$ cat config.mk
export PLATFORM = sky130hd
export DESIGN_NAME = gpio_pad
export DESIGN_NICKNAME = d
export VERILOG_FILES = /design/src/rtl/gpio_pad.sv
export SDC_FILE = /design/constraint.sdc
export NUM_CORES = 1
export LEC_CHECK = 0
export CAP_MARGIN = 10
export CORE_ASPECT_RATIO = 1.25
export CORE_MARGIN = 2
export CORE_UTILIZATION = 28
export DETAILED_ROUTE_END_ITERATION = 8
export PLACE_DENSITY = 0.83
export SYNTH_ARGS = -nofsm -noshare
export SYNTH_HDL_FRONTEND = slang
export SYNTH_SLANG_ARGS = --single-unit
$ cat constraint.sdc
create_clock -name clk -period 2.1 [get_ports clk]
set_input_delay 0.315 -clock clk [delete_from_list [all_inputs] [get_ports clk]]
set_output_delay 0.315 -clock clk [all_outputs]
set_load 0.1 [all_outputs]
$ cat src/rtl/gpio_pad.sv
// GPIO pad block: per-pad mode decode, output/enable drive, synchronized and
// debounced inputs, and latched edge interrupts on debounced level changes.
module gpio_pad #(
  parameter int NUM_IO          = 2,
  parameter int DEBOUNCE_CYCLES = 4
) (
  input  logic              clk,
  input  logic              rst,
  input  logic [31:0]       reg_ctrl,
  input  logic [31:0]       reg_data,
  input  logic [NUM_IO-1:0] io_pin_i,
  output logic [NUM_IO-1:0] io_out_o,
  output logic [NUM_IO-1:0] io_oe_o,
  output logic [NUM_IO-1:0] io_pin_o,
  input  logic [NUM_IO-1:0] irq_clr_i,
  output logic              irq_o
);

  localparam int CNT_W = $clog2(DEBOUNCE_CYCLES + 1);
  localparam logic [CNT_W-1:0] CNT_LAST = CNT_W'(DEBOUNCE_CYCLES - 1);
  localparam logic [CNT_W-1:0] CNT_ONE  = CNT_W'(1);

  localparam logic [1:0] MODE_OUT = 2'b01;
  localparam logic [1:0] MODE_IN  = 2'b10;

  logic [NUM_IO-1:0] sync1_q, sync2_q;
  logic [NUM_IO-1:0] stable_q, stable_d;
  logic [NUM_IO-1:0] pend_q, pend_d;
  logic [NUM_IO-1:0] oe_q, oe_d;
  logic [NUM_IO-1:0] out_q, out_d;
  logic [CNT_W-1:0]  cnt_q [NUM_IO];
  logic [CNT_W-1:0]  cnt_d [NUM_IO];
  logic [1:0]        mode  [NUM_IO];

  // Control/data bits above the served pads are intentionally ignored.
  logic unused_reg_bits;
  assign unused_reg_bits = ^{reg_ctrl, reg_data};

  always_comb begin
    for (int i = 0; i < NUM_IO; i++) begin
      mode[i] = reg_ctrl[2*i +: 2];
    end
  end

  always_comb begin
    stable_d = stable_q;
    pend_d   = pend_q;
    oe_d     = '0;
    out_d    = '0;
    for (int i = 0; i < NUM_IO; i++) begin
      cnt_d[i] = cnt_q[i];
    end
    for (int i = 0; i < NUM_IO; i++) begin
      oe_d[i]  = (mode[i] == MODE_OUT);
      out_d[i] = (mode[i] == MODE_OUT) & reg_data[i];

      // A new level is accepted on its DEBOUNCE_CYCLES-th consecutive sample.
      if (sync2_q[i] == stable_q[i]) begin
        cnt_d[i] = '0;
      end else if (cnt_q[i] == CNT_LAST) begin
        stable_d[i] = sync2_q[i];
        cnt_d[i]    = '0;
      end else begin
        cnt_d[i] = cnt_q[i] + CNT_ONE;
      end

      // Set beats clear so a change coinciding with a clear is not lost.
      if ((stable_d[i] != stable_q[i]) && (mode[i] == MODE_IN)) begin
        pend_d[i] = 1'b1;
      end else if (irq_clr_i[i]) begin
        pend_d[i] = 1'b0;
      end
    end
  end

  always_ff @(posedge clk) begin
    if (rst) begin
      sync1_q  <= '0;
      sync2_q  <= '0;
      stable_q <= '0;
      pend_q   <= '0;
      oe_q     <= '0;
      out_q    <= '0;
      for (int i = 0; i < NUM_IO; i++) begin
        cnt_q[i] <= '0;
      end
    end else begin
      sync1_q  <= io_pin_i;
      sync2_q  <= sync1_q;
      stable_q <= stable_d;
      pend_q   <= pend_d;
      oe_q     <= oe_d;
      out_q    <= out_d;
      for (int i = 0; i < NUM_IO; i++) begin
        cnt_q[i] <= cnt_d[i];
      end
    end
  end

  assign io_oe_o  = oe_q;
  assign io_out_o = out_q;
  assign io_pin_o = rst ? '0 : stable_q;
  assign irq_o    = ~rst & (|pend_q);

endmodule

After elaboration in Yosys (flattened, before gate mapping)
Memories as Yosys holds them, arrays and structs flattened. Cells that the tools add are included.

$add $sub $neg: 2. Equality and inequality tests: 10. Multiplexer cells: 18. Bitwise logic cells: 6. Reduce and logical (&&, ||, !) cells: 5.

Operators with widths (count): 3-bit two-way mux (6); 1-bit two-way mux (11); 3-bit by 1-bit adder with 3-bit output (second input constant) (2); 3-bit by 2-bit == test with 1-bit output (second input constant) (2); 2-bit by 1-bit == test with 1-bit output (second input constant) (2); 2-bit == test (second input constant) (2); 2-bit nonzero test (2); 1-bit AND (3); 1-bit == test (2); 1-bit logical AND (2); 2-bit two-way mux (1); 1-bit != test (2); 1-bit OR (2); 2-bit OR reduction (1); 1-bit NOT (1).

Flip-flop bits (word level): 12. RAM bits: 6. Input port bits: 70. Output and inout bits: 7. Logic and storage cells: 49. Memories: 1.

Memory list: cnt_q (words 2, bits a word 3, rd ports 2, clocked after memory_dff 0, wr ports 2, line 31) `logic [CNT_W-1:0] cnt_q [NUM_IO];`.

Longest topological paths before layout
Depth in word-level cells: 6. Mapped depth: 4. Depth with buffers taken out: 4.

Worst setup path before layout
Ideal clock, no wire load.

Path type: in2out. Start: input port rst. End: output port irq_o. Arrival time: 2029 ps. Data required time: 1785 ps. Setup slack: -244 ps. Cell stages on the path: 3. Buffers on the path: 2. Path through: buf_6 -> buf_6 -> a21oi_1.

Word-level cells in the longest chain between the ends: 2.

Ends and longest elaborated chain: start: declaration (line 8) `input logic rst,`; 1-bit NOT (line 103) `assign irq_o = ~rst & (|pend_q);`; 1-bit AND (line 103); end: declaration (line 16) `output logic irq_o`.

Every way passes these cells.

Worst setup path after layout
Start: input port rst. End: output port io_pin_o[0].

Word-level cells in the longest chain between the ends: 1.

Ends and longest elaborated chain: 2-bit two-way mux (line 102) `assign io_pin_o = rst ? '0 : stable_q;`; end: declaration (line 14) `output logic [NUM_IO-1:0] io_pin_o,`.

Every way passes these cells.

==> impl_results.md <==
- Status: finished clean
- Mapped Area: 666 sq um
- Final Setup Violations: 0
- Worst-Margin Slew: 356 ps
- Endpoints failing hold: 0
- Chip Height: 58.5 um
- Synth warn: 0
- Starting density of the core: 0.298
- Post-place instance area: 901 sq um
- Clk_skew: 1.90 ps
- Initial antenna violation count: 0
- Leak pwr: 0.355 nW
- Placed Cells: 104
- Worst stage delay on the critical path: 670 ps
- Largest net degree at the start of global routing: 11
- WS Path Type: input port to primary output
- Syn Inst Count: 55
- DR iter-0 viols: 1
- Sequential-to-total area share from yosys stat: 0.541
- Remaining DRCs: 0
- CP Cell Sequence: clkdlybuf4s50_1 -> and2b_1 -> buf_12
- Final non-filler cell total: 108
- # port buffers: 18
- Inserted Clock Buffers: 3
- Critical Path RT: 1780 ps
- CTS root buffer: clkbuf_4
- MaxCap Viol Count: 0
- Final WS setup: 368 ps
- Post-synthesis to final-layout area growth: 40.8%
- Reg clk slew, reported paths: 100 ps
- Synthesized area per cell: 12.1 sq um
- Post-layout util: 0.419
- Global-route wire length before repair: 1.79 mm
- Post-route ant nets: 0
- N_diodes: 0
- Period utilization: 0.825
- Clock Sinks: 18
- Fmax: 577 MHz
- Max Slew Vio Count: 0
- Die width: 47.6 um
- Final wirelength: 1.02 mm
- PwrDens: 660 mW/mm^2
- Worst-path maximum fanout: 9
- RSZ-0062 raised after global routing: no
- Die area: 0.00279 sq mm
- GR Util All Layers: 0.0881
- Post-CTS Setup Inserts: 0
- Max VDD drop: 375 uV
- Resized cells post-CTS: 0
- Critical Path AT: 1420 ps
- Initial DRT Pass Iterations: 2
- Post-route minimum period: 1730 ps
- CTS tree: built
- Gp weighted congestion: 0.678
- Slowest CP cell: clkdlybuf4s50_1
- Pre-CTS WS: 355 ps
- Crit end category: primary output
- Worst skew pair latency: 280 ps
- Final HPWL DP: 844 um
- Flops & latches, synth: 18
- Total gr overflow: 0
- CP startpoint kind: input port
- TNS Setup: 0 ps
- Net Count, Synth: 129
- I/O pin count: 77
- Worst rel slew slack: 0.761
- Core area: 0.00223 sq mm
- Synth unique cells: 17
- Vias per cell: 4.16
- Vias in the first global route: 466
- Layout cells sized above 1: 0.221
- Core Rows: 19
- Layout Nets: 152
- WP buf/inv: 2
- H-tree depth: 1
- Routed len/inst: 9.44 um
- Hold Path Class: flop to flop
- Hold-fix buffer count after cts: 0
- Clk buf depth: 2
- Post-route design area: 937 sq um
- Delay-heaviest family, CP: buffers and inverters
- DR vias: 449
cells in the mapped netlist, drive strengths merged:
| master | number | area (sq um) |
|---|---|---|
| nor2 | 2 | 7.51 |
| buf | 2 | 22.5 |
| nor4 | 4 | 25.0 |
| nor4b | 2 | 23.8 |
| mux2i | 2 | 20.0 |
| xnor2 | 2 | 17.5 |
| o32ai | 2 | 17.5 |
| a21oi | 1 | 5.00 |
| nor2b | 3 | 18.8 |
| nand4bb | 2 | 22.5 |
| ha | 4 | 50.1 |
| nor3b | 2 | 25.0 |
| and2 | 2 | 12.5 |
| inv | 4 | 15.0 |
| dfxtp | 18 | 360 |
| and2b | 3 | 22.5 |
where the power goes:
part           switching [W]  internal [W]
logic              0.0000330     0.0000310
registers         0.00000273      0.000348
clock network      0.0000979      0.000105
metal layers:
layer	GRT usage	share of wire	wire, um	up-vias
met5	0	0	0	-
met4	0.0463	0	0	0
met3	0.0184	0.088	90	0
met2	0.135	0.49	504	17
met1	0.113	0.42	424	195
li1	-	-	-	237
stage by stage:
step,power [W],hold WS (ps)
finish,0.000618,439
global route,0.000650,467
CTS,0.000628,445
detailed placement,0.000423,431
global placement,0.000422,415
floorplan,0.000396,390
state kept, by name (all words and copies together), names as in the netlist:
name      flops
pend_q        2
stable_q      2
io_out_o      2
cnt_q         6
io_oe_o       2
sync2_q       2
sync1_q       2
final cells by class:
class	instances	area, sq um
Inverter	4	15.0
Fill cell	232	1300
Multi-Input combinational cell	31	272
Timing Repair Buffer	20	215
Tap cell	31	38.8
Clock buffer	4	36.3
Sequential cell	18	360
kinds of logic (layout without fill, tap and decap cells):
family,Yosys count,in the layout,share of synthesized area
compound gates,3,3,0.0338
xor+xnor,2,2,0.0263
fa+ha+maj,4,4,0.0752
buf+inv,6,28,0.0564
flops,18,18,0.541
mux,2,2,0.0301
simple gates,20,20,0.237
worst reg2reg max path, delay by kind of cell, from the launching register on:
family / cells / cell delay (ps)
AND/OR/NAND/NOR: 1 / 290
adder cells (fa/ha/maj): 2 / 430
flip-flops: 1 / 330
final timing paths:
| kind | from | end | slack [ps] | depth (start not counted) |
|---|---|---|---|---|
| hold reg to reg | cnt_q[0][3] | cnt_q[0][3] | 440 | 1 |
| setup / recovery | rst | io_pin_o[0] | 370 | 3 |
| setup reg to reg | cnt_q[0][3] | cnt_q[0][4] | 960 | 3 |
| hold / removal | cnt_q[0][3] | cnt_q[0][3] | 440 | 1 |
placed cells by master (no fill, tap or decap):
cell             netlist  final
buf_4                  0      6
nor4b_1                1      1
nor4_1                 4      4
nor2_1                 2      2
ha_1                   4      4
inv_1                  4      4
nand4bb_1              2      2
clkbuf_8               0      1
nor4b_2                1      1
and2b_1                3      3
clkdlybuf4s50_1        0     11
clkbuf_4               0      3
nor3b_2                2      2
mux2i_1                2      2
o32ai_1                2      2
dfxtp_1               18     18
nor2b_1                3      3
a21oi_2                0      1
buf_12                 0      3
and2_1                 2      2
xnor2_1                2      2
Note: power is estimated with default switching activity, not from simulation.
